### src/rtl/tdm_demux_pkg.sv
// rtl/tdm_demux_pkg.sv - shared types, default widths and counter sizing for tdm_demux
package tdm_demux_pkg;

    typedef enum logic [1:0] {
        IDLE,
        COLLECT,
        PAR
    } state_t;

    localparam int DEF_NCH = 4;
    localparam int DEF_W   = 8;

    // A single-slot frame still needs a one-bit counter.
    function automatic int ctr_width(input int nch);
        return (nch > 1) ? $clog2(nch) : 1;
    endfunction

endpackage

### src/rtl/tdm_slot_ctr.sv
// rtl/tdm_slot_ctr.sv - slot index within the frame being collected
module tdm_slot_ctr
    import tdm_demux_pkg::*;
#(
    parameter int NCH = DEF_NCH,
    parameter int CW  = ctr_width(NCH)
) (
    input  logic          clk,
    input  logic          rst,
    input  logic          i_clr,
    input  logic          i_inc,
    input  logic          i_load1,
    output logic [CW-1:0] o_slot,
    output logic          o_last
);

    logic [CW-1:0] r_slot;

    // A new start-of-frame wins over everything else: slot 0 is the sof beat itself.
    always_ff @(posedge clk or posedge rst) begin
        if (rst) begin
            r_slot <= '0;
        end else if (i_load1) begin
            r_slot <= CW'(1);
        end else if (i_clr) begin
            r_slot <= '0;
        end else if (i_inc) begin
            r_slot <= r_slot + CW'(1);
        end
    end

    assign o_slot = r_slot;
    assign o_last = (r_slot == CW'(NCH - 1));

endmodule

### src/rtl/tdm_demux.sv
// rtl/tdm_demux.sv - TDM slot stream to parallel channel demultiplexer
// Defining TDM_DEMUX_PARITY_EN adds a trailing even-parity beat to every frame.
module tdm_demux
    import tdm_demux_pkg::*;
#(
    parameter int NCH = DEF_NCH,
    parameter int W   = DEF_W
) (
    input  logic             clk,
    input  logic             rst,
    input  logic             in_valid,
    input  logic             in_sof,
    input  logic [W-1:0]     in_data,
    output logic [NCH*W-1:0] out_data,
    output logic             out_valid,
    output logic             out_err
);

    localparam int CW = ctr_width(NCH);

    state_t           r_state;
    logic [NCH*W-1:0] r_shadow;
    logic [NCH*W-1:0] r_out_data;
    logic             r_out_valid;
    logic             r_out_err;

    logic [NCH*W-1:0] w_next_shadow;
    logic [CW-1:0]    w_slot;
    logic [CW-1:0]    w_wr_slot;
    logic             w_last;
    logic             w_sof_beat;
    logic             w_data_beat;
    logic             w_clr;
    logic             w_inc;
    logic             w_load1;

    assign w_sof_beat  = in_valid && in_sof;
    assign w_data_beat = in_valid && !in_sof && (r_state == COLLECT);
    assign w_load1     = w_sof_beat && (NCH > 1);
    assign w_clr       = (w_sof_beat && (NCH == 1)) || (w_data_beat && w_last);
    assign w_inc       = w_data_beat && !w_last;
    assign w_wr_slot   = in_sof ? '0 : w_slot;

    tdm_slot_ctr #(
        .NCH (NCH),
        .CW  (CW)
    ) u_slot_ctr (
        .clk     (clk),
        .rst     (rst),
        .i_clr   (w_clr),
        .i_inc   (w_inc),
        .i_load1 (w_load1),
        .o_slot  (w_slot),
        .o_last  (w_last)
    );

    // Shadow with the current beat merged in, so a completing beat lands in out_data directly.
    always_comb begin
        w_next_shadow = r_shadow;
        for (int k = 0; k < NCH; k++) begin
            if (w_wr_slot == CW'(k)) begin
                w_next_shadow[k*W +: W] = in_data;
            end
        end
    end

`ifdef TDM_DEMUX_PARITY_EN
    logic w_par;
    assign w_par = ^r_shadow;
`endif

    always_ff @(posedge clk or posedge rst) begin
        if (rst) begin
            r_state     <= IDLE;
            r_shadow    <= '0;
            r_out_data  <= '0;
            r_out_valid <= 1'b0;
            r_out_err   <= 1'b0;
        end else begin
            r_out_valid <= 1'b0;
            r_out_err   <= 1'b0;
            if (w_sof_beat) begin
                r_out_err <= (r_state != IDLE);
                r_shadow  <= w_next_shadow;
                if (NCH == 1) begin
`ifdef TDM_DEMUX_PARITY_EN
                    r_state <= PAR;
`else
                    r_out_data  <= w_next_shadow;
                    r_out_valid <= 1'b1;
                    r_state     <= IDLE;
`endif
                end else begin
                    r_state <= COLLECT;
                end
            end else if (in_valid) begin
                case (r_state)
                    IDLE: begin
                        r_out_err <= 1'b1;
                    end
                    COLLECT: begin
                        r_shadow <= w_next_shadow;
                        if (w_last) begin
`ifdef TDM_DEMUX_PARITY_EN
                            r_state <= PAR;
`else
                            r_out_data  <= w_next_shadow;
                            r_out_valid <= 1'b1;
                            r_state     <= IDLE;
`endif
                        end
                    end
                    default: begin
`ifdef TDM_DEMUX_PARITY_EN
                        if (w_par == in_data[0]) begin
                            r_out_data  <= r_shadow;
                            r_out_valid <= 1'b1;
                        end else begin
                            r_out_err <= 1'b1;
                        end
`endif
                        r_state <= IDLE;
                    end
                endcase
            end
        end
    end

    assign out_data  = r_out_data;
    assign out_valid = r_out_valid;
    assign out_err   = r_out_err;

endmodule

### config.mk
export PLATFORM = sky130hd
export DESIGN_NAME = tdm_demux
export DESIGN_NICKNAME = d
export VERILOG_FILES = /design/src/rtl/tdm_demux_pkg.sv /design/src/rtl/tdm_slot_ctr.sv /design/src/rtl/tdm_demux.sv
export SDC_FILE = /design/constraint.sdc
export NUM_CORES = 1
export LEC_CHECK = 0
export BUFFER_PORTS_ARGS = -buffer_cell sky130_fd_sc_hd__buf_4
export CAP_MARGIN = 20
export CELL_PAD_IN_SITES_DETAIL_PLACEMENT = 0
export CELL_PAD_IN_SITES_GLOBAL_PLACEMENT = 2
export CORE_MARGIN = 2
export CORE_UTILIZATION = 38
export CTS_BUF_LIST = sky130_fd_sc_hd__clkbuf_16
export DETAILED_ROUTE_END_ITERATION = 8
export GPL_TIMING_DRIVEN = 1
export MAX_ROUTING_LAYER = met4
export PLACE_DENSITY = 0.82
export SLEW_MARGIN = 30
export SYNTH_ARGS = -nofsm -noshare
export SYNTH_HDL_FRONTEND = slang
export SYNTH_SLANG_ARGS = --single-unit
### constraint.sdc
create_clock -name clk -period 2.4 [get_ports clk]
set_clock_uncertainty 0.05 [all_clocks]
set_input_delay 0.48 -clock clk [delete_from_list [all_inputs] [get_ports clk]]
set_output_delay 0.48 -clock clk [all_outputs]
set_load 0.01 [all_outputs]
Word level (Yosys, flattened, before mapping)
Cells that the tools add are included.
Word-level totals
  output and inout bits: 34
  register bits after elaboration: 70
Operators by class
  add/subtract/negate cells: 1
  muxes and demuxes: 22
  bitwise gates (word level): 1
  equal/unequal tests: 7
  reductions and logical operators: 16
Operator list (count)
  $mux W32: 3
  $mux W8: 4
  $mux W2: 7
  $mux W1: 7
  $eq A2 B2 Y1 const B: 3
  $reduce_bool A2 Y1: 3
  $logic_and A1 B1 Y1: 5
  $eq A2 B1 Y1 const B: 2
  $logic_not A2 Y1: 2
  $pmux W2 S2: 1
  $reduce_and A4 Y1: 1
  $ne A3 B2 Y1 const B: 1
  $reduce_and A3 Y1: 1
  $reduce_bool A3 Y1: 1
  $add A2 B1 Y2 const B: 1
  $logic_not A1 Y1: 2
  $ne A2 B1 Y1 const B: 1
  $reduce_and A2 Y1: 1
  $not A1 Y1: 1

Logic depth before layout (Yosys ltp)
Gate-level depths: netlist of run 1.
  depth in word-level cells: 7
  gate-level depth with buffers: 6
  mapped depth without buffers: 4

Hierarchy
Synthesis of run 1 repeated with hierarchy kept, for this count alone.
Second synthesis, totals
  cell total of the unflattened synthesis: 238
  area, all modules: 3002.9 um^2
By module, submodules not included
  tdm_demux: times used 1, cells an instance 230, area an instance 2900.3 um^2, seq. area each 1676.6 um^2
  tdm_slot_ctr: times used 1, cells an instance 8, area an instance 102.6 um^2, seq. area each 50.0 um^2

Worst setup path before layout of run 1
OpenSTA, ideal clock, no wires.
  path type: input to register
  from: in in_sof
  to: reg r_shadow[10]
  slack: 0.719 ns
  data arrival time: 1.506 ns
  library setup time: 0.125 ns
  stages on the path: 4
  path buffers: 1
  data required time: 2.225 ns
  cells stage by stage: buf_6 -> nand3b_4 -> nor3b_4 -> mux2_2
Between the ends
  longest elaborated chain between the ends: 6
  elaborated cells on any way between the ends: 10
RTL lines
  from (decl): RTL line tdm_demux.sv:12  | input logic in_sof,
  $mux W2: RTL line tdm_demux.sv:42  | assign w_wr_slot = in_sof ? '0 : w_slot;
  $eq A2 B1 Y1: RTL line tdm_demux.sv:61  | if (w_wr_slot == CW'(k)) begin
  $mux W8: RTL line tdm_demux.sv:61
  $mux W32: RTL line tdm_demux.sv:97  | case (r_state)
  $mux W32: RTL line tdm_demux.sv:96  | end else if (in_valid) begin
  $mux W32: RTL line tdm_demux.sv:82  | if (w_sof_beat) begin
  to (signal assigned): RTL line tdm_demux.sv:84  | r_shadow <= w_next_shadow;
  to (signal assigned): RTL line tdm_demux.sv:102  | r_shadow <= w_next_shadow;
  to (decl): RTL line tdm_demux.sv:22  | logic [NCH*W-1:0] r_shadow;
Several ways; a longest one is shown, not always the timed one. The select of a mux whose other input is x is not followed.
A chain may end at the register's enable or synchronous reset.

Final worst setup path of run 1
  from: reg r_state[0]
  to: reg r_shadow[15]
Between the ends
  longest elaborated chain between the ends: 3
RTL lines
  from (decl): RTL line tdm_demux.sv:21  | state_t r_state;
  from (signal assigned): RTL line tdm_demux.sv:74  | r_state <= IDLE;
  from (signal assigned): RTL line tdm_demux.sv:91  | r_state <= IDLE;
  from (signal assigned): RTL line tdm_demux.sv:94  | r_state <= COLLECT;
  $eq A2 B1 Y1: RTL line tdm_demux.sv:97
  $reduce_bool A2 Y1 (no line)
  $reduce_and A2 Y1 (no line)
No other way between the ends.

==> flow_metrics.env, run 1 <==
export IMPL_clkPwrFrac=0.287
export IMPL_grt_max_degree=66
export IMPL_post_cts_setup_buffers=0
export IMPL_overflow=0
export IMPL_clk_pin_slew_ps=60
export IMPL_syn_to_final_growth_pct=25.65
export IMPL_required_ps=2550
export IMPL_htree_levels=3
export IMPL_n_antenna_cell=0
export IMPL_placementRows=32
export IMPL_initial_core_util=0.3897
export IMPL_die_area_um2=8567
export IMPL_ys_ff_latch=69
export IMPL_root_buffer="clkbuf_16"
export IMPL_vias_per_cell=4.832
export IMPL_rsz0062_at_grt="false"
export IMPL_place_area_um2=3438
export IMPL_drive_gt1_frac=0.3527
export IMPL_drt_initial_drc_count=80
export IMPL_cts_hold_buf=0
export IMPL_clk_latency_ps=320
export IMPL_slowest_stage="dfrtp_1"
export IMPL_cp_start_kind="flip-flop"
export IMPL_seq_area_frac_synth=0.5793
export IMPL_grt_busiest_layer="met1"
export IMPL_path_cells="nand3b_4 -> nor3b_4 -> mux2_2"
export IMPL_p_per_area_nw_per_um2=1266
export IMPL_outcome="complete, no violations"
export IMPL_slew_headroom=0.6635
export IMPL_combPwrFrac=0.296
export IMPL_wl_per_cell_um=14.53
export IMPL_grt_pass1_vias=1905
export IMPL_fin_crit_ps=1745
export IMPL_tns_ps=0
export IMPL_worst_path_largest_cell_delay_ps=520
export IMPL_period_share=0.7272
export IMPL_multi_input_area_um2=1165
export IMPL_end_kind="flip-flop"
export IMPL_critPathMaxFanout=8
export IMPL_max_freq_ghz=0.5730
export IMPL_synth_fp_nets=254
export IMPL_fin_area_um2=3745
export IMPL_critPathKind="reg2reg"
export IMPL_synth_warnings=0
export IMPL_io_pins=46
export IMPL_cts_tree="built"
export IMPL_ctsResizeCount=0
export IMPL_port_buffers=45
export IMPL_ant_nets=0
export IMPL_via_count=1904
export IMPL_hp_class="in2async"
export IMPL_leakage_uw=0.001726
export IMPL_antenna_found_initial=0
export IMPL_dr_pass1_iters=4
export IMPL_maxCapViolCount=0
export IMPL_hold_violations=0
export IMPL_fin_total_pwr_uw=4740
export IMPL_synth_area_um2=2980
export IMPL_final_util=0.4897
export IMPL_die_w_um=92.56
export IMPL_intPower_uw=3352
export IMPL_cts_num_sinks=69
export IMPL_swShare=0.2928
export IMPL_grt_pass1_wl_um=9763
export IMPL_die_y_um=92.56
export IMPL_netlist_cell_type_count=21
export IMPL_track_usage=0.1532
export IMPL_cts_buffers=9
export IMPL_grt_use_met1=0.2241
export IMPL_syn_area_per_cell_um2=12.37
export IMPL_n_fill_cell=696
export IMPL_clock_path_buffers=2
export IMPL_p_seq_frac=0.417
export IMPL_finalSetupViolCount=0
export IMPL_drv_slew=0
export IMPL_grt_util_met3=0.02929
export IMPL_grtUsageMet2=0.2068
export IMPL_drt_wl_total_um=5725
export IMPL_crit_arrival_ps=1900
export IMPL_drc_errors=0
export IMPL_seqCellArea_um2=1727
export IMPL_switchingPower_uw=1388
export IMPL_worstMarginPinSlew_ps=504.1
export IMPL_gp_congestion=0.7323
export IMPL_core_um2=7647
export IMPL_dp_hpwl_um=3871
export IMPL_synthCells=241
export IMPL_nets=300
export IMPL_ir_drop_uv=573.2
[cells in the mapped netlist (all sizes together)]
cell type / n / area share
nor2: 1 / 0.0021
xnor2: 1 / 0.0029
nand3b: 1 / 0.0067
and3b: 1 / 0.0029
ha: 1 / 0.0042
a22o: 1 / 0.0029
nand4b: 1 / 0.0029
nor3b: 6 / 0.023
clkbuf: 7 / 0.0088
and2: 1 / 0.0021
dfrtp: 69 / 0.58
nand2: 38 / 0.048
mux2: 32 / 0.12
mux2i: 32 / 0.11
o21ba: 1 / 0.0034
inv: 3 / 0.0038
o21ai: 36 / 0.062
buf: 9 / 0.017
[area by class of cell]
cell class | instances | share of cell area
Multi-Input combinational cell | 153 | 0.3111
Clock inverter | 7 | 0.02172
Inverter | 3 | 0.003007
Tap cell | 102 | 0.03408
Timing Repair Buffer | 51 | 0.1089
Clock buffer | 9 | 0.06014
Sequential cell | 69 | 0.4611
[per-layer routing]
metal  wire length (µm)  up-vias
met5                  0        -
met4                 73        0
met3                250        8
met2               2489       40
li1                   -      929
met1               2911      927
[layout by cell type (no fill, tap or decap), types with 2 or more instances in the layout]
| master | instances |
|---|---|
| nand2_1 | 38 |
| buf_4 | 49 |
| inv_1 | 3 |
| nor3b_1 | 4 |
| o21ai_0 | 35 |
| dfrtp_1 | 69 |
| buf_12 | 2 |
| nor3b_4 | 2 |
| mux2i_1 | 32 |
| mux2_2 | 32 |
| bufinv_16 | 2 |
| clkinv_1 | 2 |
| clkbuf_16 | 9 |
| clkinv_2 | 2 |
[path summary, 6_finish.rpt]
| path | end | slack (ps) | depth (start not counted) | startpoint |
|---|---|---|---|---|
| worst max-delay path | r_shadow[15] | 650 | 3 | r_state[0] |
| worst min-delay path | out_data[3] | 100 | 2 | rst |
| worst max register to register | r_shadow[15] | 650 | 3 | r_state[0] |
| worst min register to register | out_data[15] | 430 | 2 | out_data[15] |
| max in group asynchronous | out_data[13] | 1670 | 3 | rst |
| min in group clk | r_shadow[3] | 410 | 2 | in_data[3] |
[registers in the layout (all words and copies together) (netlist names)]
| signal | count |
|---|---|
| out_err | 1 |
| out_data | 32 |
| r_shadow | 32 |
| out_valid | 1 |
| u_slot_ctr.o_slot | 2 |
| r_state | 1 |
[critical path, delay by kind of cell, from the launching register on]
kind | cells | cell delay (ps)
mux | 1 | 390
simple gates | 2 | 660
flops | 1 | 520
[logic make-up (layout without fill, tap and decap cells)]
group / after synthesis / in the layout / share of synthesized area
AND/OR/NAND/NOR: 49 / 49 / 0.08733
buffers and inverters: 19 / 70 / 0.02981
flip-flops: 69 / 69 / 0.5793
adder cells (fa/ha/maj): 1 / 1 / 0.004197
XOR/XNOR: 1 / 1 / 0.002939
AO/OA/AOI/OAI: 38 / 38 / 0.06801
multiplexers: 64 / 64 / 0.2284
[power groups by stage]
stage	Combinational, µW	Clock, µW	Sequential (µW)
after floorplan	805	0	2010
after global placement	1400	0	1980
after detailed placement	1430	0	2000
after CTS	1440	1380	1980
after global routing	1580	1440	2050
final	1400	1360	1980
[per-stage QoR]
step                hold WS (ps)  worst slack, ps  std cells
floorplan                  429.2            130.1        241
global placement           415.0            536.6        378
detailed placement         424.5            492.7        378
CTS                        103.2            644.9        394
global route               127.3            532.7        394
finish                     100.2            654.8        394
(Power assumes the default switching activity.)
==> run 2, diff against run 1 <==
clock period = 1.7 ns   (was 2.4 ns; I/O delays follow)
==> flow_metrics.env, run 2 (synthesized netlist as in run 1, its figures left out) <==
export IMPL_root_buffer="clkbuf_16"
export IMPL_drv_slew=0
export IMPL_n_antenna_cell=0
export IMPL_ant_nets=0
export IMPL_clk_pin_slew_ps=50
export IMPL_vias_per_cell=4.720
export IMPL_r2r_start="u_slot_ctr.o_slot[1]"
export IMPL_htree_levels=3
export IMPL_core_um2=7647
export IMPL_multi_input_area_um2=1165
export IMPL_startpoint="u_slot_ctr.o_slot[1]"
export IMPL_grt_max_degree=66
export IMPL_cp_start_kind="flip-flop"
export IMPL_critPathMaxFanout=65
export IMPL_drive_gt1_frac=0.3627
export IMPL_crit_arrival_ps=1700
export IMPL_slew_headroom=0.7423
export IMPL_grt_pass1_vias=1796
export IMPL_tns_ps=0
export IMPL_port_buffers=45
export IMPL_cts_num_sinks=69
export IMPL_cts_tree="built"
export IMPL_placementRows=32
export IMPL_path_cells="ha_1 -> nand4b_1 -> buf_12 -> nand2_1 -> o21ai_0"
export IMPL_clk_latency_ps=330
export IMPL_io_pins=46
export IMPL_gp_congestion=0.7547
export IMPL_wl_per_cell_um=14.12
export IMPL_outcome="complete, no violations"
export IMPL_cts_buffers=9
export IMPL_clock_path_buffers=2
export IMPL_antenna_found_initial=0
export IMPL_worst_path_largest_cell_delay_ps=550
export IMPL_hold_violations=0
export IMPL_required_ps=1850
export IMPL_finalSetupViolCount=0
export IMPL_overflow=0
export IMPL_drt_initial_drc_count=111
export IMPL_rsz0062_at_grt="false"
export IMPL_n_fill_cell=690
export IMPL_end_kind="flip-flop"
export IMPL_fin_total_pwr_uw=6395
export IMPL_final_common_cell="dfrtp_1"
export IMPL_slowest_stage="dfrtp_1"
export IMPL_track_usage=0.1514
export IMPL_maxCapViolCount=0
export IMPL_initial_core_util=0.3897
export IMPL_ir_drop_uv=838.6
export IMPL_hp_class="in2reg"
export IMPL_die_y_um=92.56
export IMPL_p_per_area_nw_per_um2=1695
export IMPL_drt_wl_total_um=5607
export IMPL_die_w_um=92.56
export IMPL_leakage_uw=0.001728
export IMPL_final_util=0.4935
export IMPL_hold_start="in_valid"
export IMPL_seqCellArea_um2=1728
export IMPL_path_delay_family="flip-flops"
export IMPL_grt_pass1_wl_um=9542
export IMPL_max_freq_ghz=0.6431
export IMPL_final_cell_mix="dfrtp_1, buf_4, nand2_1"
export IMPL_die_area_um2=8567
export IMPL_dr_pass1_iters=4
export IMPL_dp_hpwl_um=3777
export IMPL_via_count=1874
export IMPL_critPathKind="reg2reg"
export IMPL_nets=306
export IMPL_drc_errors=0
export IMPL_period_share=0.9147
export IMPL_path_buf_inv=1
export IMPL_worstMarginPinSlew_ps=385.7
export IMPL_fin_crit_ps=1555
export IMPL_syn_to_final_growth_pct=26.62
-- run 2: repair_timing --
| item | CTS | global route |
|---|---|---|
| resized for setup | 0 | 1 |
| buffers inserted | 0 | 0 |
| endpoints found under the hold margin | 16 | 0 |
| hold buffers | 1 | 0 |
| endpoints found under the setup margin | 0 | 1 |
-- run 2: where the power goes --
group          total (µW)  internal (µW)  switching (µW)  leakage [µW]
sequential           2790           2360             425      0.000869
clock                1570            946             627      0.000122
combinational        2030           1160             870      0.000737
-- run 2: per-layer routing --
metal | track usage | share of wire
met1 | 0.2037 | 0.48
met2 | 0.2178 | 0.45
met3 | 0.05696 | 0.053
met4 | 0.03731 | 0.012
met5 | - | 0
-- run 2: area by class of cell --
class / instances / area share
clock buffers: 9 / 0.05968
clock inverters: 4 / 0.005305
inverters: 3 / 0.003979
multi-input cells: 153 / 0.3087
flip-flops and latches: 69 / 0.4579
well taps: 102 / 0.03382
repair buffers: 57 / 0.1306
-- run 2: stage by stage --
step           hold WS (ps)  area (µm²)  instances  worst slack (ps)
3_5_place_dp          310.3        3517        383             115.3
6_report              269.1        3774        397             145.0
5_1_grt               266.6        3774        397             20.73
3_3_place_gp          308.5        3517        383             124.8
2_1_floorplan         429.2        2984        241             159.3
4_1_cts               259.1        3772        397             115.1
-- run 2: worst paths after layout --
kind / end / slack, ps / cells after the start
hold / removal: out_err / 270 / 2
hold reg to reg: out_data[28] / 420 / 2
max in group asynchronous: u_slot_ctr.o_slot[0] / 480 / 4
min in group asynchronous: out_valid / 520 / 3
setup reg to reg: out_data[6] / 140 / 5
setup / recovery: out_data[6] / 140 / 5
